## src/rtl/ines_pkg.sv

```systemverilog
// Shared types and constants for the iNES ROM loader.
package ines_pkg;

    typedef enum logic [2:0] {
        ST_IDLE,
        ST_HEADER,
        ST_TRAINER,
        ST_PRG,
        ST_CHR,
        ST_DONE,
        ST_ERROR
    } loader_state_t;

    typedef struct packed {
        logic [7:0] prgBanks;
        logic [7:0] chrBanks;
        logic [7:0] mapper;
        logic       mirror;
        logic       trainer;
    } ines_header_t;

    localparam logic [31:0] INES_MAGIC     = 32'h1A53454E;
    localparam int unsigned PRG_BANK_BYTES = 16384;
    localparam int unsigned CHR_BANK_BYTES = 8192;
    localparam int unsigned TRAINER_BYTES  = 512;

    // States in which the stream is open for bytes.
    function automatic logic takesBytes(input loader_state_t s);
        return (s == ST_HEADER) || (s == ST_TRAINER) || (s == ST_PRG) || (s == ST_CHR);
    endfunction

endpackage

```

## src/rtl/ines_header_parser.sv

```systemverilog
// Captures the 16-byte iNES header, checks the magic and the PRG/CHR sizes
// against the BRAM region capacities.
module ines_header_parser
    import ines_pkg::*;
#(
    parameter int unsigned NUM_COL   = 4,
    parameter int unsigned PRG_WORDS = 16384,
    parameter int unsigned CHR_WORDS = 16384
) (
    input  logic         clk,
    input  logic         rst_n,
    input  logic         clear,
    input  logic         accept,
    input  logic [7:0]   data,
    output ines_header_t hdr,
    output logic         hdrOk,
    output logic         hdrErr
);

    localparam int unsigned PRG_CAP = PRG_WORDS * 4 / NUM_COL;
    localparam int unsigned CHR_CAP = CHR_WORDS * 4 / NUM_COL;

    logic [3:0] idx;
    logic       magicBad;
    logic       sizeBad;

    always_comb begin
        magicBad = (idx < 4'd4) && (data != INES_MAGIC[{idx[1:0], 3'b000} +: 8]);
        sizeBad  = (hdr.prgBanks == 8'd0)
                || (32'(hdr.prgBanks) * 32'd4096 > PRG_CAP)
                || (32'(hdr.chrBanks) * 32'd2048 > CHR_CAP);
        hdrErr   = accept && (magicBad || ((idx == 4'd15) && sizeBad));
        hdrOk    = accept && (idx == 4'd15) && !sizeBad;
    end

    always_ff @(posedge clk or negedge rst_n) begin
        if (!rst_n) begin
            idx <= '0;
            hdr <= '0;
        end else if (clear) begin
            idx <= '0;
            hdr <= '0;
        end else if (accept) begin
            idx <= idx + 4'd1;
            case (idx)
                4'd4: hdr.prgBanks <= data;
                4'd5: hdr.chrBanks <= data;
                4'd6: begin
                    hdr.mapper[3:0] <= data[7:4];
                    hdr.mirror      <= data[0];
                    hdr.trainer     <= data[2];
                end
                4'd7: hdr.mapper[7:4] <= data[7:4];
                default: ;
            endcase
        end
    end

endmodule

```

## src/rtl/ines_rom_loader.sv

```systemverilog
// Streaming iNES loader: header parse, then PRG/CHR bytes into BRAM byte lanes.
// Build option INES_TRAINER_EN: skip a 512-byte trainer instead of rejecting it.
module ines_rom_loader
    import ines_pkg::*;
#(
    parameter int unsigned ADDR_WIDTH = 15,
    parameter int unsigned NUM_COL    = 4,
    parameter int unsigned COL_WIDTH  = 8,
    parameter int unsigned PRG_BASE   = 0,
    parameter int unsigned CHR_BASE   = 2**(ADDR_WIDTH-1),
    parameter int unsigned PRG_WORDS  = 2**(ADDR_WIDTH-1),
    parameter int unsigned CHR_WORDS  = 2**(ADDR_WIDTH-1)
) (
    input  logic                          clk,
    input  logic                          rst_n,
    input  logic                          start,
    input  logic [7:0]                    s_data,
    input  logic                          s_valid,
    output logic                          s_ready,
    output logic                          bram_en,
    output logic [NUM_COL-1:0]            bram_we,
    output logic [ADDR_WIDTH-1:0]         bram_addr,
    output logic [NUM_COL*COL_WIDTH-1:0]  bram_din,
    output logic                          done,
    output logic                          error,
    output logic [7:0]                    prg_banks,
    output logic [7:0]                    chr_banks,
    output logic [7:0]                    mapper,
    output logic                          mirror
);

    localparam int unsigned LANE_BITS = $clog2(NUM_COL);
    localparam logic [21:0] LANE_MASK = 22'(NUM_COL - 1);

    loader_state_t   state, nxt;
    ines_header_t    hdr;
    logic            readyQ;
    logic            accept, wrAcc;
    logic            hdrOk, hdrErr;
    logic [21:0]     bodyCnt;
    logic [21:0]     prgLast, chrLast;
    logic [ADDR_WIDTH-1:0] regionBase;

    // start masks the handshake so a coinciding byte is left in the stream.
    assign s_ready = readyQ && !start;
    assign accept  = s_valid && s_ready;
    assign wrAcc   = accept && ((state == ST_PRG) || (state == ST_CHR));

    assign prgLast    = 22'(32'(hdr.prgBanks) * PRG_BANK_BYTES - 32'd1);
    assign chrLast    = 22'(32'(hdr.chrBanks) * CHR_BANK_BYTES - 32'd1);
    assign regionBase = (state == ST_CHR) ? ADDR_WIDTH'(CHR_BASE) : ADDR_WIDTH'(PRG_BASE);

    assign prg_banks = hdr.prgBanks;
    assign chr_banks = hdr.chrBanks;
    assign mapper    = hdr.mapper;
    assign mirror    = hdr.mirror;

    ines_header_parser #(
        .NUM_COL   (NUM_COL),
        .PRG_WORDS (PRG_WORDS),
        .CHR_WORDS (CHR_WORDS)
    ) uParser (
        .clk    (clk),
        .rst_n  (rst_n),
        .clear  (start),
        .accept (accept && (state == ST_HEADER)),
        .data   (s_data),
        .hdr    (hdr),
        .hdrOk  (hdrOk),
        .hdrErr (hdrErr)
    );

`ifdef INES_TRAINER_EN
    logic [8:0] trnCnt;

    always_ff @(posedge clk or negedge rst_n) begin
        if (!rst_n)                  trnCnt <= '0;
        else if (state != ST_TRAINER) trnCnt <= '0;
        else if (accept)             trnCnt <= trnCnt + 9'd1;
    end
`endif

    always_comb begin
        nxt = state;
        if (start) begin
            nxt = ST_HEADER;
        end else begin
            case (state)
                ST_HEADER: begin
                    if (hdrErr)
                        nxt = ST_ERROR;
`ifdef INES_TRAINER_EN
                    else if (hdrOk)
                        nxt = hdr.trainer ? ST_TRAINER : ST_PRG;
`else
                    else if (hdrOk)
                        nxt = hdr.trainer ? ST_ERROR : ST_PRG;
`endif
                end
`ifdef INES_TRAINER_EN
                ST_TRAINER:
                    if (accept && trnCnt == 9'(TRAINER_BYTES - 1))
                        nxt = ST_PRG;
`endif
                ST_PRG:
                    if (accept && bodyCnt == prgLast)
                        nxt = (hdr.chrBanks == 8'd0) ? ST_DONE : ST_CHR;
                ST_CHR:
                    if (accept && bodyCnt == chrLast)
                        nxt = ST_DONE;
                default: ;
            endcase
        end
    end

    always_ff @(posedge clk or negedge rst_n) begin
        if (!rst_n) begin
            state   <= ST_IDLE;
            readyQ  <= 1'b0;
            done    <= 1'b0;
            error   <= 1'b0;
            bodyCnt <= '0;
        end else begin
            state  <= nxt;
            readyQ <= takesBytes(nxt);
            done   <= (nxt == ST_DONE);
            error  <= (nxt == ST_ERROR);
            if (nxt != state)
                bodyCnt <= '0;
            else if (accept)
                bodyCnt <= bodyCnt + 22'd1;
        end
    end

    // Header checks bound the body size, so the word offset never wraps.
    always_ff @(posedge clk or negedge rst_n) begin
        if (!rst_n) begin
            bram_en   <= 1'b0;
            bram_we   <= '0;
            bram_addr <= '0;
            bram_din  <= '0;
        end else begin
            bram_en <= wrAcc;
            bram_we <= wrAcc ? (NUM_COL'(1) << (bodyCnt & LANE_MASK)) : '0;
            if (wrAcc) begin
                bram_addr <= regionBase + ADDR_WIDTH'(bodyCnt >> LANE_BITS);
                bram_din  <= (NUM_COL*COL_WIDTH)'({NUM_COL{s_data}});
            end
        end
    end

endmodule
```

## config.mk

```make
export PLATFORM = sky130hd
export DESIGN_NAME = ines_rom_loader
export DESIGN_NICKNAME = d
export VERILOG_FILES = /design/src/rtl/ines_pkg.sv /design/src/rtl/ines_header_parser.sv /design/src/rtl/ines_rom_loader.sv
export SDC_FILE = /design/constraint.sdc
export NUM_CORES = 1
export LEC_CHECK = 0
export ABC_AREA = 1
export BUFFER_PORTS_ARGS = -buffer_cell sky130_fd_sc_hd__clkbuf_2
export CAP_MARGIN = 10
export CORE_MARGIN = 10
export CORE_UTILIZATION = 30
export CTS_CLUSTER_DIAMETER = 40
export DETAILED_ROUTE_END_ITERATION = 6
export PLACE_DENSITY = 0.48
export SYNTH_ARGS = -nofsm -noshare
export SYNTH_HDL_FRONTEND = slang
export SYNTH_SLANG_ARGS = --single-unit
```

## constraint.sdc

```tcl
create_clock -name clk -period 3.1 [get_ports clk]
set_clock_uncertainty 0.2 [all_clocks]
set_input_delay 0.465 -clock clk [delete_from_list [all_inputs] [get_ports clk]]
set_output_delay 0.465 -clock clk [all_outputs]
set_load 0.01 [all_outputs]
```

Yosys cells after proc, flatten, opt, wreduce, memory -nomap -nowiden
Cells that the tools add are included.

word-level totals
  bits of input ports = 12
  output and inout bits = 80
  register bits after elaboration = 110
  logic and storage cells = 96

operators by class
  shifts and indexed selects = 2
  order comparisons = 3
  reductions and logical operators = 32
  equal/unequal tests = 18
  muxes and demuxes = 20
  add/subtract/negate cells = 5

operators by type and width
  kind                     number
  $mux 26                  2
  $eq 22x22->1             2
  $mux 22                  2
  $shiftx 32x6->8 const A  1
  $add 22x1->22 const B    1
  $sub 21x1->22 const B    1
  $sub 22x1->22 const B    1
  $gt 20x15->1 const B     1
  $gt 19x15->1 const B     1
  $mux 3                   6
  $eq 4x3->1 const B       4
  $logic_not 8->1          2
  $mux 4                   4
  $mux 8                   2
  $add 15x15->15           1
  $mux 15                  1
  $eq 3x3->1 const B       4
  $reduce_bool 2->1        6
  $logic_and 1x1->1        11
  $eq 3x2->1 const B       3
  $pmux 3 s3               1
  $ne 8x8->1               1
  $reduce_and 2->1         4
  $logic_or 1x1->1         7
  9 further kinds          11

Depth between registers and ports, before layout
Gate-level depths: netlist (run 1).

  depth after elaboration = 14
  mapped depth = 18
  mapped depth without buffers = 17

Cells and area by module
From an unflattened synthesis (run 1), not the netlist that was laid out.

second synthesis, totals
  cell total of the unflattened synthesis = 681
  area, all modules = 5275.1 sq um

by module, submodules not included
  module              sequential area each (sq um)  area an instance (sq um)  cells each  times used
  ines_rom_loader     1401.3                        3642.2                    465         1
  ines_header_parser  750.7                         1632.8                    216         1

Worst setup path after synthesis (run 1)
No wires, ideal clock.

  path kind = register to register
  from = reg uParser.idx[0]
  to = reg bodyCnt[9]
  stages on the path, launching flop included = 18
  clock period less this slack = 2.183 ns
  data arrival time = 1.861 ns
  path slack = 0.917 ns
  required time = 2.778 ns
  cells stage by stage = dfrtp_1 -> inv_1 -> ha_1 -> inv_1 -> nand2_1 -> nand2_1 -> nand2_1 -> nor2_1 -> nand2_1 -> nand2_1 -> o21ai_2 -> nor2_1 -> nor2_2 -> nand3_1 -> nand2_1 -> nand3_2 -> buf_6 -> nor2_2

between the ends
  cells in the longest elaborated chain, start to end = 10

ends and longest elaborated chain
  element                                       line                      source
  from (decl)                                   ines_header_parser.sv:23  logic [3:0] idx;
  from (signal assigned)                        ines_header_parser.sv:44  idx <= idx + 4'd1;
  $shiftx 32x6->8                               ines_header_parser.sv:28  magicBad = (idx < 4'd4) && (data != INES_MAGIC[{idx[1:0], 3'b000} +: 8]);
  $ne 8x8->1                                    ines_header_parser.sv:28
  $logic_and 1x1->1                             ines_header_parser.sv:28
  $logic_or 1x1->1                              ines_header_parser.sv:32  hdrErr = accept && (magicBad || ((idx == 4'd15) && sizeBad));
  $logic_and 1x1->1                             ines_header_parser.sv:32
  $mux 3 *                                      ines_rom_loader.sv:90     if (hdrErr)
  $pmux 3 s3 *                                  ines_rom_loader.sv:88     case (state)
  $mux 3 *                                      ines_rom_loader.sv:85     if (start) begin
  $ne 3x3->1 *                                  ines_rom_loader.sv:128    if (nxt != state)
  $mux 22 or $reduce_bool 2->1 (tied branches)  --
  to (signal assigned)                          ines_rom_loader.sv:131    bodyCnt <= bodyCnt + 22'd1;
  to (decl)                                     ines_rom_loader.sv:40     logic [21:0] bodyCnt;

Mark *: on every way between the ends. The rest lies on a longest branch, timed or not.
A chain may end at the register's enable or synchronous reset.

Final worst setup path (run 1)
  from = reg uParser.idx[1]
  to = reg bodyCnt[0]

Same word-level chain as after synthesis.

==> results of run 1 <==
cell type report:
| type | count | area [um^2] | share of cell area |
|---|---|---|---|
| clock inverters | 5 | 128.9 | 0.02246 |
| well taps | 220 | 275.3 | 0.04797 |
| flip-flops and latches | 86 | 2152 | 0.3751 |
| inverters | 82 | 319.1 | 0.05560 |
| repair buffers | 97 | 518.0 | 0.09027 |
| multi-input cells | 405 | 2092 | 0.3646 |
| clock buffers | 11 | 252.7 | 0.04405 |
power by group:
group          leakage [nW]  switching, mW  total, mW  internal (mW)
combinational          1.56          0.676       1.02          0.347
sequential             1.16          0.131       1.37           1.24
clock                 0.186          0.452       1.37          0.915
metrics by stage:
stage               total power, mW    util  hold WS, ns  instance area [um^2]
CTS                           3.815  0.3485       0.2060                  5738
finish                        3.756  0.3485       0.2165                  5738
detailed placement            2.424  0.3247       0.2706                  5346
global placement              2.410  0.3247       0.2679                  5346
floorplan                     2.237       -     -0.03059                  4995
global route                  3.986  0.3485       0.2323                  5738
critical path, cell delays in order (launching register included):
cell     delay [ns]
dfrtp_1        0.48
inv_1          0.15
ha_1           0.31
inv_1          0.08
nand2_1        0.05
nand2_1        0.05
nand2_1        0.05
nor2_1         0.08
nand2_1        0.11
nand2_1        0.11
o21ai_2        0.06
nor2_1         0.11
nor2_2         0.05
nand3_1        0.12
nand2_1        0.07
nand3_2        0.07
buf_4          0.35
nor2_1         0.07
layer usage:
metal / wire [um] / vias to the layer above / GRT usage
li1: - / 2014 / -
met1: 6343 / 1870 / 0.1589
met2: 6031 / 79 / 0.1908
met3: 521 / 17 / 0.02184
met4: 277 / 0 / 0.05250
met5: 0 / - / 0
cells by family after synthesis:
kind of cell	Yosys count	share of synthesized area
fa+ha+maj	12	0.03006
buf+inv	142	0.1503
xor+xnor	35	0.06413
compound gates	62	0.06538
simple gates	296	0.2593
flops	86	0.4309
synth_stat cells:
cell type  number  area [um^2]
inv_1          77        289.0
nand4_1         8        50.05
nor3_2          1        10.01
clkbuf_2        1        5.000
a41oi_1         2        17.52
clkinv_2        1        5.000
nor4_1          1        6.260
nand3_4         1        17.52
nand3_2         2        20.02
o31ai_1         2        15.01
clkbuf_1        6        22.52
nor2_1         57        214.0
xor2_1         25        219.0
nand3_1        28        140.1
xnor2_1         9        78.83
nor3_1          9        45.04
buf_2           2        10.01
nand2_4         1        11.26
o21ai_0        51        255.2
inv_6           1        8.760
dfrtp_1        86         2152
a21oi_1         6        30.03
xnor3_1         1        22.52
nand3b_1        4        30.03
nor2_2         23        143.9
clkinv_4        1        8.760
o21ai_2         1        8.760
ha_1           12        150.1
buf_6           3        33.78
nand2_1       160        600.6
nand2_2         1        6.260
buf_4          48        360.4
clkinv_1        2        7.510
how the worst min path moves through the flow:
stage	start	endpoint	slack, ns	cells past startpoint
2_1_floorplan	rst_n	bodyCnt[0]$_DFFE_PN0P_	-0.03	0
3_3_place_gp	uParser.hdr[5]$_DFFE_PN0P_	uParser.hdr[5]$_DFFE_PN0P_	0.27	2
3_5_place_dp	bram_addr[11]$_DFFE_PN0P_	bram_addr[11]$_DFFE_PN0P_	0.27	2
4_1_cts	s_data[5]	bram_din[29]$_DFFE_PN0P_	0.21	3
5_1_grt	s_data[5]	bram_din[29]$_DFFE_PN0P_	0.23	3
6_report	s_data[3]	uParser.hdr[13]$_DFFE_PN0P_	0.22	3
layout by cell type (no fill, tap or decap):
master and instances:
buf_12 1, o31ai_1 2, clkinv_2 1, xnor3_1 1
clkinv_1 2, clkbuf_2 90, nor2_1 57, ha_1 12
buf_4 5, nand3_2 2, clkbuf_8 2, inv_6 1
xnor2_1 9, dlygate4sd3_1 1, nand2_2 1, nand3b_1 4
nor4_1 1, nor2_2 23, nand2_4 1, clkbuf_16 9
nand2_1 160, xor2_1 25, nor3_1 9, nand4_1 8
inv_1 77, a41oi_1 2, a21oi_1 6, o21ai_2 1
clkinv_4 2, nand3_1 28, dfrtp_1 86, nor3_2 1
o21ai_0 51, bufinv_16 4, nand3_4 1
sequential cells by signal (all words and copies together) (netlist names), 3 cells and up:
name / cells
uParser.idx: 4
bodyCnt: 22
bram_we: 4
uParser.hdr: 26
bram_addr: 15
state: 3
bram_din: 8
repair_timing:
action,in CTS,in global routing
endpoints found under the hold margin,38,0
hold buffers,1,0
setup endpoints to repair,0,0
==> flow_summary.ini, run 1 <==
[yosys]
postSynthAreaPerCell_um2 = 7.891
synth-seq-cells = 86
ys_types = 33
synth_area_um2 = 4995
synthCells = 633
yosysSeqAreaShare = 0.4309
syn_nets = 657
ys.warnings.count = 0

[placement]
hpwl_um = 10240
gp_congestion = 0.8204
place_ws_ns = 0.3251
dp.cells = 889
port_buffers = 91

[floorplanning]
start_util = 0.3033
num_io_pins = 92
die_h_um = 149.0
core_um2 = 16470
dieWidth_um = 149.0
rows = 47
die-area_um2 = 22210

[clocking]
post_cts_buffers = 0
ctsResizeCount = 0
clkTransAtPathRegs_ns = 0.06
cts_buffers = 9
cts_buffer_depth = 2
clock-sinks = 86
htreeDepth = 3
clock_latency_ns = 0.34
cts_tree = yes
root_buffer = clkbuf_16

[sta]
worst_pin_slew_ns = 0.5473
fin_crit_sh = 0.8695
maxSlewHeadroom = 0.6303
slew_viol_final = 0
rsz0062_at_grt = no
finalSetupTns_ns = 0
fin_ws_ns = 0.4046
setup_violations = 0
max_freq_ghz = 0.3710
finalHoldViolations = 0
layout_min_cycle_time_ns = 2.695

[setup_path]
rr_endpoint = bodyCnt[0]$_DFFE_PN0P_
critPathRequiredTime_ns = 3.12
critPathKind = register to register
crit_fanout = 22
arrival_ns = 2.71
r2r_cells = 17
startpoint_type = register
end_kind = register
worstReg2RegStart = uParser.idx[1]$_DFFE_PN0P_
crit_path_end = bodyCnt[0]$_DFFE_PN0P_
worstSetupStartpoint = uParser.idx[1]$_DFFE_PN0P_
reg2reg_slack_ns = 0.40

[drt]
drc = 0
post_drt_wl_per_cell_um = 14.54
ant_nets = 0
totalWireLength_um = 13170
routed-via-count = 3980
via_per_inst = 4.393
drtIter0Drc = 287
firstDrtPassIters = 4

[final_layout]
fin_cells = 906
antenna_cells = 0
nFillCells = 1754
areaGrowthSynthToFinish_pct = 14.88
drive_gt1_frac = 0.2114
fin_nets = 705

[outcome]
status = finished, final reports clean

[grt]
grt_pass1_vias = 3912
grt_max_degree = 49
grt_usage = 0.1211
globalRoute.totalOverflow = 0
antenna_found_initial = 0
grt_first_pass_wirelength_um = 21450

[pwr]
peakVddDrop_mv = 0.2880
leakagePower_nw = 2.899
p_per_area_nw_per_um2 = 654.6

[hold_path]
hp-class = input port to register

[flow_run]
drv_cap = 0
Note: power is estimated with default switching activity, not from simulation.
==> run 2: changes to the inputs <==
CORE_UTILIZATION = 53   (was 30)
PLACE_DENSITY = 0.77   (was 0.48)
==> flow_summary.ini, run 2 (synthesis gave the netlist of run 1 again) <==
[floorplanning]
die-area_um2 = 13710
rows = 35
die_h_um = 117.1
start_util = 0.5431
dieWidth_um = 117.1
core_um2 = 9196
num_io_pins = 92

[final_layout]
fin_nets = 706
final_common_cell = nand2_1
finalInstanceArea_um2 = 5445
top_register = uParser.hdr
final_cell_mix = nand2_1 (160), clkbuf_2 (90), dfrtp_1 (86)
nFillCells = 842
largest_register_ffs = 26
reg.largest.list = uParser.hdr (26), bodyCnt (22), bram_addr (15)
regArea_um2 = 2152
multi_input_area_um2 = 2092
antenna_cells = 0
drive_gt1_frac = 0.2125
areaGrowthSynthToFinish_pct = 9.018

[setup_path]
arrival_ns = 2.81
startpoint_type = register
cp_num_buf_inv = 3
critPathTopFamily = simple AND/OR/NAND/NOR gates
crit_chain = inv_1, ha_1, inv_1, nand2_1, nand2_1, nand2_1, nor2_1, nand2_1, nand2_1, o21ai_2, nor2_1, nor2_2, nand3_1, nand2_1, nand3_2, buf_12, nor2_1
critPathKind = register to register
timing.critical_path.mode_cell = nand2_1
critPathRequiredTime_ns = 3.20
reg2reg_slack_ns = 0.39
slowest_delay_ns = 0.47
crit_fanout = 12
slowest_stage = dfrtp_1
end_kind = register

[grt]
globalRoute.totalOverflow = 0
grt_pass1_vias = 3823
antenna_found_initial = 0
grt_usage = 0.1788
grt_first_pass_wirelength_um = 19150
grt_max_degree = 87

[drt]
drc = 0
via_per_inst = 5.009
post_drt_wl_per_cell_um = 14.64
drtIter0Drc = 214
firstDrtPassIters = 5
totalWireLength_um = 11680
routed-via-count = 3997
ant_nets = 0

[clocking]
root_buffer = clkbuf_8
cts_buffer_depth = 2
clock-sinks = 86
clock_latency_ns = 0.37
cts_tree = yes
cts_buffers = 9
clkTransAtPathRegs_ns = 0.09
htreeDepth = 3

[sta]
setup_violations = 0
fin_crit_sh = 0.8757
maxSlewHeadroom = 0.5765
max_freq_ghz = 0.3684
layout_min_cycle_time_ns = 2.715
finalHoldViolations = 0
timing.hold.ws_ns = 0.1789
slew_viol_final = 0
rsz0062_at_grt = no
finalSetupTns_ns = 0
worst_pin_slew_ns = 0.6270

[pwr]
netSwitchingPower_mw = 1.223
peakVddDrop_mv = 0.3107
p_sw_frac = 0.3787
comb_power_share = 0.325
clkPwrFrac = 0.255
p_int_mw = 2.006
power_frac_seq = 0.421
total_power_mw = 3.229
leakagePower_nw = 2.822
p_per_area_nw_per_um2 = 592.9

[placement]
gp_congestion = 0.8868
hpwl_um = 9106
postPlaceCellArea_um2 = 5230
port_buffers = 91

[outcome]
status = finished, final reports clean

[hold_path]
hp-class = input port to register

[flow_run]
drv_cap = 0
run 2: changes by cell type in the layout (fill, tap and decap cells not counted), sizes merged:
cell / change
buf: +1
inv: +2
clkinvlp: +2
clkbuf: -1
bufinv: -3
run 2: metrics by stage:
stage	worst slack, ns	std cells	utilization
2_1_floorplan	0.9166	633	-
5_1_grt	0.06313	798	0.5921
3_5_place_dp	0.2841	781	0.5687
6_report	0.3853	798	0.5921
3_3_place_gp	0.3881	781	0.5687
4_1_cts	0.3663	798	0.5921
run 2: worst min-delay path: stages:
cell,delay [ns]
clkbuf_2,0.10
nand3_1,0.07
o21ai_0,0.07
run 2: power groups by stage:
stage	clock [mW]	sequential (mW)	combinational (mW)
finish	0.822	1.36	1.05
detailed placement	0	1.38	1.05
global route	0.890	1.38	1.17
CTS	0.839	1.36	1.06
floorplan	0	1.38	0.852
global placement	0	1.37	1.04
run 2: worst paths after layout:
path / start / endpoint / depth (start not counted)
max in group asynchronous: rst_n / uParser.idx[2]$_DFFE_PN0P_ / 3
hold reg to reg: bram_addr[12]$_DFFE_PN0P_ / bram_addr[12]$_DFFE_PN0P_ / 2
setup / recovery: uParser.idx[1]$_DFFE_PN0P_ / bodyCnt[0]$_DFFE_PN0P_ / 17
min in group asynchronous: rst_n / uParser.hdr[2]$_DFFE_PN0P_ / 3
setup reg to reg: uParser.idx[1]$_DFFE_PN0P_ / bodyCnt[0]$_DFFE_PN0P_ / 17
hold / removal: s_data[3] / uParser.hdr[13]$_DFFE_PN0P_ / 3
run 2: routing by layer:
metal / vias up / wire length (um) / track usage
met3: 18 / 799 / 0.04179
met1: 1848 / 5220 / 0.2344
li1: 2017 / - / -
met5: - / 0 / 0
met4: 0 / 213 / 0.05848
met2: 114 / 5450 / 0.2853
run 2: timing repair:
action | CTS | global route
hold buffers | 1 | 0
hold endpoints to repair | 86 | 0
resized for setup | 0 | 0
setup buffers | 0 | 0
run 2: layout make-up:
cell class                      instances  share of cell area
Sequential cell                        86              0.3952
Multi-Input combinational cell        405              0.3842
Inverter                               82             0.05859
Clock inverter                          6             0.01241
Clock buffer                           10             0.02528
Tap cell                              111             0.02551
Timing Repair Buffer                   98             0.09881
